### src/rtl/pad_poller.sv
// Autonomous two-pad SNES-style serial scanner: latches both pads, clocks out
// PAD_BITS per pad and publishes active-high button words atomically.
module pad_poller #(
  parameter int unsigned HALF_PERIOD = 4,
  parameter int unsigned PAD_BITS    = 16
) (
  input  logic        clk,
  input  logic        resetn,
  input  logic        start,
  output logic        pad_latch,
  output logic        pad_clk,
  input  logic [1:0]  pad_data,
  output logic [15:0] pad_state_p1,
  output logic [15:0] pad_state_p2,
  output logic        busy,
  output logic        done
);

  if (HALF_PERIOD < 4 || HALF_PERIOD > 255) begin : g_bad_half_period
    $error("pad_poller: HALF_PERIOD must be in 4..255");
  end
  if (PAD_BITS < 1 || PAD_BITS > 16) begin : g_bad_pad_bits
    $error("pad_poller: PAD_BITS must be in 1..16");
  end

  localparam int unsigned           IDX_W      = $clog2(PAD_BITS) + 1;
  localparam logic [7:0]            CNT_RELOAD = 8'(HALF_PERIOD - 1);
  localparam logic [IDX_W-1:0]      LAST_IDX   = IDX_W'(PAD_BITS - 1);

  typedef enum logic [2:0] {IDLE, LATCH, HIGH, LOW, COMMIT} state_t;

  state_t           state, state_next;
  logic [1:0]       data_meta, data_sync;
  logic [7:0]       cnt;
  logic             second_half;
  logic [IDX_W-1:0] idx;
  logic [15:0]      shift_p1, shift_p2;
  logic [15:0]      bit_mask;
  logic             cnt_zero;
  logic             load_cnt, set_half, clr_scan, capture, idx_inc, commit;

  assign cnt_zero = (cnt == '0);
  assign bit_mask = 16'(1) << idx;

  always_ff @(posedge clk or negedge resetn) begin
    if (!resetn) state <= IDLE;
    else         state <= state_next;
  end

  always_comb begin
    state_next = state;
    load_cnt   = 1'b0;
    set_half   = 1'b0;
    clr_scan   = 1'b0;
    capture    = 1'b0;
    idx_inc    = 1'b0;
    commit     = 1'b0;
    pad_latch  = 1'b0;
    pad_clk    = 1'b1;
    busy       = 1'b0;
    done       = 1'b0;
    case (state)
      IDLE: begin
        if (start) begin
          state_next = LATCH;
          load_cnt   = 1'b1;
          clr_scan   = 1'b1;
        end
      end
      LATCH: begin
        pad_latch = 1'b1;
        busy      = 1'b1;
        // The 8-bit counter only spans one half-period, so the latch pulse
        // runs it twice, tracked by second_half.
        if (cnt_zero) begin
          load_cnt = 1'b1;
          if (second_half) state_next = HIGH;
          else             set_half   = 1'b1;
        end
      end
      HIGH: begin
        busy = 1'b1;
        if (cnt_zero) begin
          capture    = 1'b1;
          load_cnt   = 1'b1;
          state_next = LOW;
        end
      end
      LOW: begin
        pad_clk = 1'b0;
        busy    = 1'b1;
        if (cnt_zero) begin
          load_cnt = 1'b1;
          if (idx == LAST_IDX) begin
            state_next = COMMIT;
          end else begin
            idx_inc    = 1'b1;
            state_next = HIGH;
          end
        end
      end
      COMMIT: begin
        done       = 1'b1;
        commit     = 1'b1;
        state_next = IDLE;
      end
      default: state_next = IDLE;
    endcase
  end

  always_ff @(posedge clk or negedge resetn) begin
    if (!resetn) begin
      data_meta    <= '1;
      data_sync    <= '1;
      cnt          <= '0;
      second_half  <= 1'b0;
      idx          <= '0;
      shift_p1     <= '0;
      shift_p2     <= '0;
      pad_state_p1 <= '0;
      pad_state_p2 <= '0;
    end else begin
      data_meta <= pad_data;
      data_sync <= data_meta;
      if (load_cnt)      cnt <= CNT_RELOAD;
      else if (!cnt_zero) cnt <= cnt - 8'd1;
      if (clr_scan) begin
        second_half <= 1'b0;
        idx         <= '0;
        shift_p1    <= '0;
        shift_p2    <= '0;
      end
      if (set_half) second_half <= 1'b1;
      if (idx_inc)  idx <= idx + 1'b1;
      // Shift regs start cleared, so only pressed (low) bits need setting.
      if (capture) begin
        if (!data_sync[0]) shift_p1 <= shift_p1 | bit_mask;
        if (!data_sync[1]) shift_p2 <= shift_p2 | bit_mask;
      end
      if (commit) begin
        pad_state_p1 <= shift_p1;
        pad_state_p2 <= shift_p2;
      end
    end
  end

endmodule

### config.mk
export PLATFORM = sky130hd
export DESIGN_NAME = pad_poller
export DESIGN_NICKNAME = d
export VERILOG_FILES = /design/src/rtl/pad_poller.sv
export SDC_FILE = /design/constraint.sdc
export NUM_CORES = 1
export LEC_CHECK = 0
export ABC_AREA = 1
export CAP_MARGIN = 20
export CORE_MARGIN = 2
export CORE_UTILIZATION = 60
export DETAILED_ROUTE_END_ITERATION = 10
export HOLD_SLACK_MARGIN = 0.03
export PLACE_DENSITY = 0.94
export SLEW_MARGIN = 20
export SYNTH_ARGS = -nofsm -noshare
export SYNTH_HDL_FRONTEND = slang
export SYNTH_SLANG_ARGS = --single-unit
export TNS_END_PERCENT = 20
### constraint.sdc
create_clock -name clk -period 2.8 [get_ports clk]
set_input_delay 0.28 -clock clk [delete_from_list [all_inputs] [get_ports clk]]
set_output_delay 0.28 -clock clk [all_outputs]
set_load 0.01 [all_outputs]
==> results.toml <==
[run_status]
outcome = "completed"

[drt]
drc_errors = 0
num_vias = 2947
first_pass_iters = 5
ant_nets = 0
drt_wl_total_um = 7700
routed_via_density = 5.43
post_drt_wl_per_cell_um = 14.2
drt_iter0_drc = 304

[logic_synthesis]
netlist_instances = 421
post_synth.cell_area_avg_um2 = 8.86
syn_nets = 434
synth_warnings = 0
synthesis.area_um2 = 3730
ys_types = 25
ys_ff_latch = 85
ys_seq_area_share_pct = 57.2

[cts]
clk_path_buf_depth = 2
htree_levels = 3
numCtsBuffers = 9
clk_pin_slew_ns = 0.08
clkLatencyLatePin_ns = 0.37
cts_tree = "yes"
cts.sinks = 85
post_cts_buffers = 0
cts-root-buf = "clkbuf_8"
cts-resized-gates = 0

[timing]
tns_ns = 0
tightest_slew_ns = 0.738
setup_viol = 0
post-route-min-period_ns = 2.08
clock_skew_ns = 0.0106
finalHoldViolations = 0
layout_setup_ws_ns = 0.723
max_freq_mhz = 481
maxSlewHeadroom_pct = 50.8
fin_crit_sh_pct = 74.2
drv_slew = 0
rsz0062_at_grt = "no"

[critical_path]
crit_end = "done"
cp.required_ns = 2.52
crit_cells = 4
r2r_cells = 7
rrSetupSlack_ns = 0.96
startpoint = "state[0]"
cp_cell_sequence = "nor2_1 > inv_1 > nor2_2 > clkdlybuf4s50_1"
worstPathArrival_ns = 1.80
end_kind = "output port"
slowest_stage = "clkdlybuf4s50_1"
worstSetupPathType = "reg -> out"
cp_top_family = "buffers and inverters"
reg2reg_to = "pad_state_p1[12]"
startpoint_type = "flop"
path_max_fanout = 8
crit_buf_inv = 2
reg2reg_from = "state[0]"
slowest_delay_ns = 0.58

[cells_and_area]
num_antenna_cells = 0
final_common_cell = "nand2_1"
utilization_pct = 73.7
final_cell_mix = "181 x nand2_1, 81 x dfrtp_1, 39 x clkdlybuf4s50_1, 33 x inv_1, 24 x nor2_1"
area_growth_pct = 17.6
layout-drive-gt1-share_pct = 12.0
layout.nets = 476

[power_and_ir_drop]
p_leak_nw = 2.23
powerDensity_nw_per_um2 = 492
peakVddDrop_mv = 0.385

[floorplanning]
io_pins = 41
die_area_um2 = 6860
core_area_um2 = 5960
die_w_um = 82.8
initial_utilization_pct = 62.6
die_h_um = 82.8
num_rows = 28

[global_route]
grt_pass1_wl_um = 13600
antenna_found_initial = 0
grt_usage_pct = 24.5
grt_remaining_overflow = 0
grt_pass1_vias = 2870
grt_max_degree = 86

[placement]
hpwl_um = 5140
io_buffers = 40
gp_congestion = 0.892
dpl_worst_slack_ns = 0.986

[run]
drv_cap = 0

[min_path]
hold_path_class = "in -> reg"
worst min path at each step:
stage	from	end	slack, ns	cells past startpoint
after floorplan	resetn	cnt[0]	-0.02	0
after global placement	data_meta[0]	data_sync[0]	0.35	0
after detailed placement	data_meta[1]	data_sync[1]	0.35	0
after CTS	resetn	state[2]	0.13	1
after global routing	pad_data[0]	data_meta[0]	0.33	1
final	pad_data[1]	data_meta[1]	0.32	1
flip-flops by register name, indices dropped and copies added (netlist names):
register,count
second_half,1
data_sync,2
pad_state_p1,16
shift_p1,16
cnt,8
state,3
pad_state_p2,16
idx,5
shift_p2,16
data_meta,2
stage by stage:
stage,power (W),instances,hold slack (ns),area [um^2]
after floorplan,0.00126,421,-0.0156,3730
after global placement,0.00129,526,0.347,4170
after detailed placement,0.00129,526,0.348,4170
after CTS,0.00217,542,0.133,4370
after global routing,0.00223,543,0.328,4390
final,0.00216,543,0.317,4390
power breakdown:
part / total [W] / internal [W] / switching [W]
registers: 0.00123 / 0.00123 / 0.000000832
clock network: 0.000895 / 0.000426 / 0.000470
logic: 0.0000317 / 0.00000670 / 0.0000250
total: 0.00216 / 0.00166 / 0.000496
Yosys cell counts, drive strengths merged:
| cell | number | share of area [%] |
|---|---|---|
| a21oi | 1 | 0.13 |
| a31oi | 1 | 0.17 |
| buf | 9 | 1.7 |
| clkbuf | 4 | 0.40 |
| dfrtp | 81 | 54 |
| dfstp | 4 | 2.8 |
| ha | 8 | 2.7 |
| inv | 36 | 3.6 |
| nand2 | 185 | 19 |
| nand3 | 10 | 1.3 |
| nand3b | 2 | 0.40 |
| nor2 | 28 | 3.5 |
| nor3 | 6 | 0.94 |
| o21ai | 39 | 7.2 |
| o22ai | 3 | 0.50 |
| xnor2 | 1 | 0.23 |
| xor2 | 3 | 0.70 |
repair_timing:
item | in CTS | in global routing
hold buffers | 0 | 1
endpoints found under the hold margin | 0 | 16
endpoints found under the setup margin | 0 | 0
kinds of logic (layout without fill, tap and decap cells):
kind of cell	after synthesis	in the layout	synth area share, %
compound gates	44	44	8.05
simple gates	231	231	25.4
flops	85	85	57.2
fa+ha+maj	8	8	2.68
xor+xnor	4	4	0.939
buf+inv	49	96	5.74
cell type report:
cell class                 count  area (um^2)
clock inverter                 7         83.8
clock buffer                   9          124
fill                         391         1570
multi-input combinational    287         1380
inverter                      36          135
tap                           75         93.8
sequential                    85         2130
timing repair buffer          44          434
layer usage:
metal	part of all wire [%]	global-route usage (%)
met1	44	33.2
met3	5.3	4.37
met4	3.3	12.4
met5	0	0
met2	48	38.3
No activity file was read; power rests on OpenSTA's default activity.
